## config.mk

```make
export PLATFORM = sky130hd
export DESIGN_NAME = alu_src_b_stage_flat
export DESIGN_NICKNAME = d
export VERILOG_FILES = /design/src/rtl/alu_src_b_stage_if.sv /design/src/rtl/alu_src_b_stage.sv /design/src/flat_wrapper.sv
export SDC_FILE = /design/constraint.sdc
export NUM_CORES = 1
export LEC_CHECK = 0
export CORE_MARGIN = 2
export CORE_UTILIZATION = 45
export DETAILED_ROUTE_END_ITERATION = 8
export GPL_TIMING_DRIVEN = 1
export MAX_ROUTING_LAYER = met4
export PLACE_DENSITY = 0.83
export SETUP_SLACK_MARGIN = 0.02
export SLEW_MARGIN = 10
export SYNTH_ARGS = -nofsm -noshare
export SYNTH_HDL_FRONTEND = slang
export SYNTH_SLANG_ARGS = --single-unit
```

## constraint.sdc

```tcl
create_clock -name clk -period 2.2 [get_ports clk]
set_clock_uncertainty 0.15 [all_clocks]
set_input_delay 0.22 -clock clk [delete_from_list [all_inputs] [get_ports clk]]
set_output_delay 0.22 -clock clk [all_outputs]
set_load 0.05 [all_outputs]
```

## src/rtl/alu_src_b_stage_if.sv

```systemverilog
// Operand-B select stage bundle: decode-side request plus ALU-side result channel.
// Latency: none (wires only).
// Backpressure: in_ready/out_ready valid-ready handshakes carried through the bundle.
interface alu_src_b_stage_if #(
    parameter int DATA_W  = 32,
    parameter int IMM_W   = 16,
    parameter int SHAMT_W = 5
) ();
    // request channel from decode / regfile read
    logic               in_valid;
    logic               in_ready;
    logic [1:0]         sel;
    logic               ext_sign;
    logic [DATA_W-1:0]  reg_data;
    logic [IMM_W-1:0]   imm;
    logic [SHAMT_W-1:0] shamt;

    // result channel to the ALU
    logic               out_valid;
    logic               out_ready;
    logic [DATA_W-1:0]  out_data;
    logic               out_shift;

    // decode/ALU environment view
    modport master (
        output in_valid, sel, ext_sign, reg_data, imm, shamt, out_ready,
        input  in_ready, out_valid, out_data, out_shift
    );

    // stage view
    modport slave (
        input  in_valid, sel, ext_sign, reg_data, imm, shamt, out_ready,
        output in_ready, out_valid, out_data, out_shift
    );
endinterface

```

## src/rtl/alu_src_b_stage.sv

```systemverilog
// ALU operand-B select/extend stage registered behind a 2-entry skid buffer.
// Latency: 1 cycle from accepted request to out_valid when empty; strict FIFO order.
// Backpressure: in_ready depends only on registered occupancy, never on out_ready.
module alu_src_b_stage #(
    parameter int DATA_W  = 32,
    parameter int IMM_W   = 16,
    parameter int SHAMT_W = 5
) (
    input  logic             clk,
    input  logic             rst,
    alu_src_b_stage_if.slave bus
);

    generate
        if (DATA_W < IMM_W) begin : g_chk_imm
            $error("alu_src_b_stage: DATA_W must be >= IMM_W");
        end
        if (DATA_W < SHAMT_W) begin : g_chk_shamt
            $error("alu_src_b_stage: DATA_W must be >= SHAMT_W");
        end
    endgenerate

    typedef struct packed {
        logic              shift;
        logic [DATA_W-1:0] data;
    } operand_t;

    typedef enum logic [1:0] {
        EMPTY = 2'd0,
        ONE   = 2'd1,
        FULL  = 2'd2
    } state_t;

    state_t   state;
    state_t   state_nxt;
    operand_t new_op;
    operand_t main_q;
    operand_t skid_q;
    logic     in_xfer;
    logic     out_xfer;

    // LUI placement is done wide so the shift never loses bits before truncation
    logic [DATA_W+IMM_W-1:0] lui_wide;
    assign lui_wide = {{DATA_W{1'b0}}, bus.imm} << IMM_W;

    assign in_xfer  = bus.in_valid  & bus.in_ready;
    assign out_xfer = bus.out_valid & bus.out_ready;

    // Select and width-adjust the candidate operand from the current inputs
    always_comb begin
        new_op = '0;
        case (bus.sel)
            2'b00: new_op.data = bus.reg_data;
            2'b01: begin
                new_op.data = DATA_W'(bus.imm);
                if (bus.ext_sign && bus.imm[IMM_W-1])
                    new_op.data = new_op.data | ~DATA_W'({IMM_W{1'b1}});
            end
            2'b10: begin
                new_op.data  = DATA_W'(bus.shamt);
                new_op.shift = 1'b1;
            end
            default: new_op.data = lui_wide[DATA_W-1:0];
        endcase
    end

    // Occupancy state register
    always_ff @(posedge clk or posedge rst) begin
        if (rst) state <= EMPTY;
        else     state <= state_nxt;
    end

    // Occupancy next-state from the two handshakes
    always_comb begin
        state_nxt = state;
        case (state)
            EMPTY: if (in_xfer) state_nxt = ONE;
            ONE: begin
                if (in_xfer && !out_xfer)      state_nxt = FULL;
                else if (!in_xfer && out_xfer) state_nxt = EMPTY;
            end
            FULL:    if (out_xfer) state_nxt = ONE;
            default: state_nxt = EMPTY;
        endcase
    end

    // Main/skid payload registers; main always holds the oldest operand
    always_ff @(posedge clk or posedge rst) begin
        if (rst) begin
            main_q <= '0;
            skid_q <= '0;
        end else begin
            case (state)
                EMPTY: if (in_xfer) main_q <= new_op;
                ONE: begin
                    if (in_xfer && out_xfer) main_q <= new_op;
                    else if (in_xfer)        skid_q <= new_op;
                end
                FULL:    if (out_xfer) main_q <= skid_q;
                default: ;
            endcase
        end
    end

    // Handshake and payload outputs, all from registered state
    always_comb begin
        bus.in_ready  = !rst && (state != FULL);
        bus.out_valid = (state != EMPTY);
        bus.out_data  = main_q.data;
        bus.out_shift = main_q.shift;
    end

endmodule

```

## src/flat_wrapper.sv

```systemverilog
// flat-port wrapper written by rule: the top's interface ports become plain ports
module alu_src_b_stage_flat 
#(
    parameter int DATA_W  = 32,
    parameter int IMM_W   = 16,
    parameter int SHAMT_W = 5
)
  (clk, rst, bus_in_valid, bus_sel, bus_ext_sign, bus_reg_data, bus_imm, bus_shamt, bus_out_ready, bus_in_ready, bus_out_valid, bus_out_data, bus_out_shift);
  alu_src_b_stage_if #(.DATA_W(DATA_W), .IMM_W(IMM_W), .SHAMT_W(SHAMT_W)) bus_i ();
  input  logic clk;
  input  logic rst;
  input wire logic [$bits(bus_i.in_valid)-1:0] bus_in_valid;
  input wire logic [$bits(bus_i.sel)-1:0] bus_sel;
  input wire logic [$bits(bus_i.ext_sign)-1:0] bus_ext_sign;
  input wire logic [$bits(bus_i.reg_data)-1:0] bus_reg_data;
  input wire logic [$bits(bus_i.imm)-1:0] bus_imm;
  input wire logic [$bits(bus_i.shamt)-1:0] bus_shamt;
  input wire logic [$bits(bus_i.out_ready)-1:0] bus_out_ready;
  output wire logic [$bits(bus_i.in_ready)-1:0] bus_in_ready;
  output wire logic [$bits(bus_i.out_valid)-1:0] bus_out_valid;
  output wire logic [$bits(bus_i.out_data)-1:0] bus_out_data;
  output wire logic [$bits(bus_i.out_shift)-1:0] bus_out_shift;
  assign bus_i.in_valid = bus_in_valid;
  assign bus_i.sel = bus_sel;
  assign bus_i.ext_sign = bus_ext_sign;
  assign bus_i.reg_data = bus_reg_data;
  assign bus_i.imm = bus_imm;
  assign bus_i.shamt = bus_shamt;
  assign bus_i.out_ready = bus_out_ready;
  assign bus_in_ready = bus_i.in_ready;
  assign bus_out_valid = bus_i.out_valid;
  assign bus_out_data = bus_i.out_data;
  assign bus_out_shift = bus_i.out_shift;
  alu_src_b_stage #(.DATA_W(DATA_W), .IMM_W(IMM_W), .SHAMT_W(SHAMT_W)) u_core (.clk(clk), .rst(rst), .bus(bus_i));
endmodule
```

==> results.rst <==
.. list-table::
   :header-rows: 1

   * - Metric
     - Value
   * - Remaining max-slew budget at the tightest pin
     - 64.8%
   * - Antenna viol nets, final
     - 0
   * - Slew @ Worst Pin
     - 0.528 ns
   * - Type of origin of the critical path
     - flop
   * - Number of slew-limit violations in the final report
     - 0
   * - Sequential group share of total power
     - 38.6%
   * - Total congestion overflow
     - 0
   * - Post-synthesis to final-layout area growth
     - 35.7%
   * - Storage element area
     - 0.00170 mm2
   * - Initial antenna violation count
     - 0
   * - Max Clock Freq
     - 480 MHz
   * - Core Rows
     - 33
   * - Max-cap violations
     - 0
   * - RSZ-0062 raised after global routing
     - false
   * - Register area share after synthesis
     - 45.3%
   * - Routed WL per cell
     - 16.9 um
   * - Filler Cells Inserted
     - 635
   * - Number of vias per cell
     - 5.49
   * - CTS tree
     - built
   * - Netlist Area Pre-Place
     - 0.00376 mm2
   * - Placer Congestion
     - 0.826
   * - Highest metal layer with signal wires
     - met4
   * - Leak Pwr
     - 2.25 nW
   * - CP Data Required Time
     - 1.83 ns
   * - Maximum buffer depth of the clock tree
     - 2
   * - Fraction of final layout cells with drive strength greater than 1
     - 18.7%
   * - # diodes
     - 0
   * - Sum Neg Setup Slack
     - 0 ns
   * - Flip-flop and latch count after synthesis
     - 68
   * - RR Endpoint
     - u_core.bus.out_data[24]$_DFFE_PP0P_
   * - Fin nets
     - 511
   * - Clock network latency to the later pin of the worst-skew pair
     - 0.35 ns
   * - Routed length on met2
     - 4500 um
   * - Cells after synthesis
     - 358
   * - Power per cell area
     - 948 mW/mm2
   * - Multi-input gate area in the final layout
     - 0.00191 mm2
   * - Average footprint of a synthesized cell
     - 10.5 um2
   * - Total clock sinks
     - 68
   * - Via count of the first global-routing pass
     - 3038
   * - Post-CTS setup buffer count
     - 0
   * - Syn_nets
     - 418
   * - Logic pwr share
     - 39.6%
   * - Wire length of the first global-routing pass
     - 15000 um
   * - Worst min-delay path class
     - primary input to async pin
   * - Reg clk slew, reported paths
     - 0.07 ns
   * - Post-route clock period utilization
     - 94.7%
   * - Std-Cell Core Area
     - 0.00813 mm2
   * - Horizontal extent of the die
     - 95.4 um
   * - IO Pins
     - 95
   * - Number of DRC markers in iteration 0
     - 167
   * - Vertical die dimension
     - 95.4 um
   * - Logic depth of the worst register-to-register path
     - 5
   * - Largest net degree at the start of global routing
     - 69
   * - Effective utilization at floorplan
     - 46.2%
   * - First-pass iteration count of the detailed router
     - 4
   * - Number of synthesis warnings
     - 0
   * - Total global-route track usage
     - 22.3%
   * - DRC
     - 0
   * - Start point of the critical path
     - u_core.state[1]$_DFFE_PP0P_
   * - Crit end category
     - output port
   * - Setup slack on the worst flop-to-flop path
     - 0.19 ns
   * - Share of flip-flops with an asynchronous set or reset
     - 100%
   * - Clk network pwr share
     - 21.8%
   * - Critical R2R Launch
     - u_core.state[1]$_DFFE_PP0P_
   * - Switching pwr
     - 1.78 mW
   * - Final HPWL from detailed placement
     - 6620 um
   * - CTS root buffer
     - clkbuf_8
   * - Post-synth cell types
     - 36
   * - Hold Violations, Final
     - 0
   * - Final critical delay including setup and external delays
     - 2.08 ns
   * - Post-Layout Cell Count
     - 560
   * - Port Buffers
     - 94
   * - # placed instances
     - 545
   * - Arrival time at the worst endpoint
     - 1.71 ns
   * - Total met3 wirelength after detailed routing
     - 585 um
   * - Post-synth EDFFs
     - 0
   * - Class of the most critical setup path
     - flop to output port
   * - Internal power of the cells
     - 3.06 mW
   * - Number of CTS-inserted buffers
     - 9
   * - Routed metal-1 wirelength
     - 4190 um
   * - Utilization after layout
     - 62.7%
   * - Largest fanout of any net on the critical path
     - 22
   * - Detailed-route via count
     - 3077
   * - Run status
     - finished, final reports clean
   * - Crit path capture
     - bus_in_ready
   * - Overall die area
     - 0.00910 mm2
   * - Detailed-route wire length
     - 9440 um
   * - Highest ir drop seen on vdd
     - 561 uV
   * - Primary FF master, synth
     - dfrtp_1
   * - Count of H-tree levels built during CTS
     - 3
   * - Switching power share of the total
     - 36.8%
   * - Final setup vio count
     - 0
[worst max-delay path: stages (launching register included)]
cell	delay [ns]
dfrtp_1	0.48
buf_4	0.18
nor2b_2	0.16
buf_4	0.29
nor2_1	0.07
buf_4	0.19
[Yosys cell counts (all sizes together), types with 8 or more instances]
master / count / share of area (%)
mux2: 51 / 17
a21oi: 13 / 1.8
nor2b: 10 / 1.7
a221oi: 8 / 1.9
nand2b: 9 / 1.5
a21boi: 15 / 3.0
nor3: 8 / 1.2
buf: 12 / 2.1
o31ai: 22 / 4.4
nand2: 34 / 3.4
nor3b: 9 / 1.8
mux2i: 17 / 4.5
dfrtp: 68 / 45
clkbuf: 19 / 1.9
nor2: 34 / 3.5
[kinds of logic (layout without fill, tap and decap cells)]
logic type | after synthesis | after routing | synth area share [%]
simple gates | 113 | 113 | 14.4
compound gates | 77 | 77 | 14.7
mux | 68 | 68 | 21.5
flops | 68 | 68 | 45.3
buf+inv | 32 | 129 | 4.10
[cell usage in the layout (no fill, tap or decap), types with 12 or more instances in the layout]
master / netlist / routed
clkdlybuf4s50_1: 0 / 90
dfrtp_1: 68 / 68
nor2_1: 33 / 33
nand2_1: 34 / 33
mux2_2: 26 / 26
o31ai_1: 22 / 22
mux2i_1: 17 / 17
mux2_4: 17 / 17
a21boi_0: 15 / 15
buf_4: 0 / 14
a21oi_1: 12 / 12
clkbuf_8: 0 / 12
[power groups by stage]
stage | clock, mW | combinational (mW) | sequential [mW]
6_report | 1.05 | 1.92 | 1.87
5_1_grt | 1.13 | 2.03 | 1.91
4_1_cts | 1.07 | 1.93 | 1.86
3_5_place_dp | 0 | 1.93 | 1.88
3_3_place_gp | 0 | 1.88 | 1.87
2_1_floorplan | 0 | 0.673 | 2.42
[timing repair]
action                     CTS  global route
setup endpoints to repair    1             0
hold buffers                 0             0
resized for setup            1             0
[sequential cells by signal, summed over array words and instances, names as in the netlist]
register	count
u_core.skid_q	33
u_core.state	2
u_core.bus.out_shift	1
u_core.bus.out_data	32
[how the worst min path moves through the flow]
stage / startpoint / end / slack (ns) / depth (start not counted)
6_report: rst / u_core.state[0]$_DFFE_PP0P_ / 0.25 / 3
5_1_grt: rst / u_core.state[0]$_DFFE_PP0P_ / 0.32 / 3
4_1_cts: rst / u_core.skid_q[19]$_DFFE_PP0P_ / 0.28 / 3
3_5_place_dp: u_core.skid_q[26]$_DFFE_PP0P_ / u_core.skid_q[26]$_DFFE_PP0P_ / 0.32 / 2
3_3_place_gp: u_core.skid_q[31]$_DFFE_PP0P_ / u_core.skid_q[31]$_DFFE_PP0P_ / 0.31 / 1
2_1_floorplan: rst / u_core.bus.out_data[0]$_DFFE_PP0P_ / 0.23 / 1
[per-layer routing]
metal	vias to the layer above	track usage, %
li1	1457	-
met1	1493	29.1
met4	0	8.21
met5	-	-
met2	109	35.1
met3	18	3.72
[layout make-up]
| cell class | instances | share of cell area (%) |
|---|---|---|
| clock buffers | 14 | 3.39 |
| clock inverters | 1 | 0.589 |
| inverters | 1 | 0.147 |
| multi-input cells | 258 | 37.5 |
| flip-flops and latches | 68 | 33.4 |
| well taps | 105 | 2.58 |
| repair buffers | 113 | 22.4 |
[metrics by stage]
stage | power, mW | hold WS (ns) | cell area, um2 | setup WS [ns]
2_1_floorplan | 3.10 | 0.231 | 3760 | 0.269
3_3_place_gp | 3.75 | 0.308 | 4900 | 0.0186
3_5_place_dp | 3.80 | 0.316 | 4900 | -0.0658
4_1_cts | 4.86 | 0.279 | 5100 | 0.117
5_1_grt | 5.06 | 0.320 | 5100 | 0.0315
6_report | 4.84 | 0.245 | 5100 | 0.117
Power figures use the tool's default switching activity.
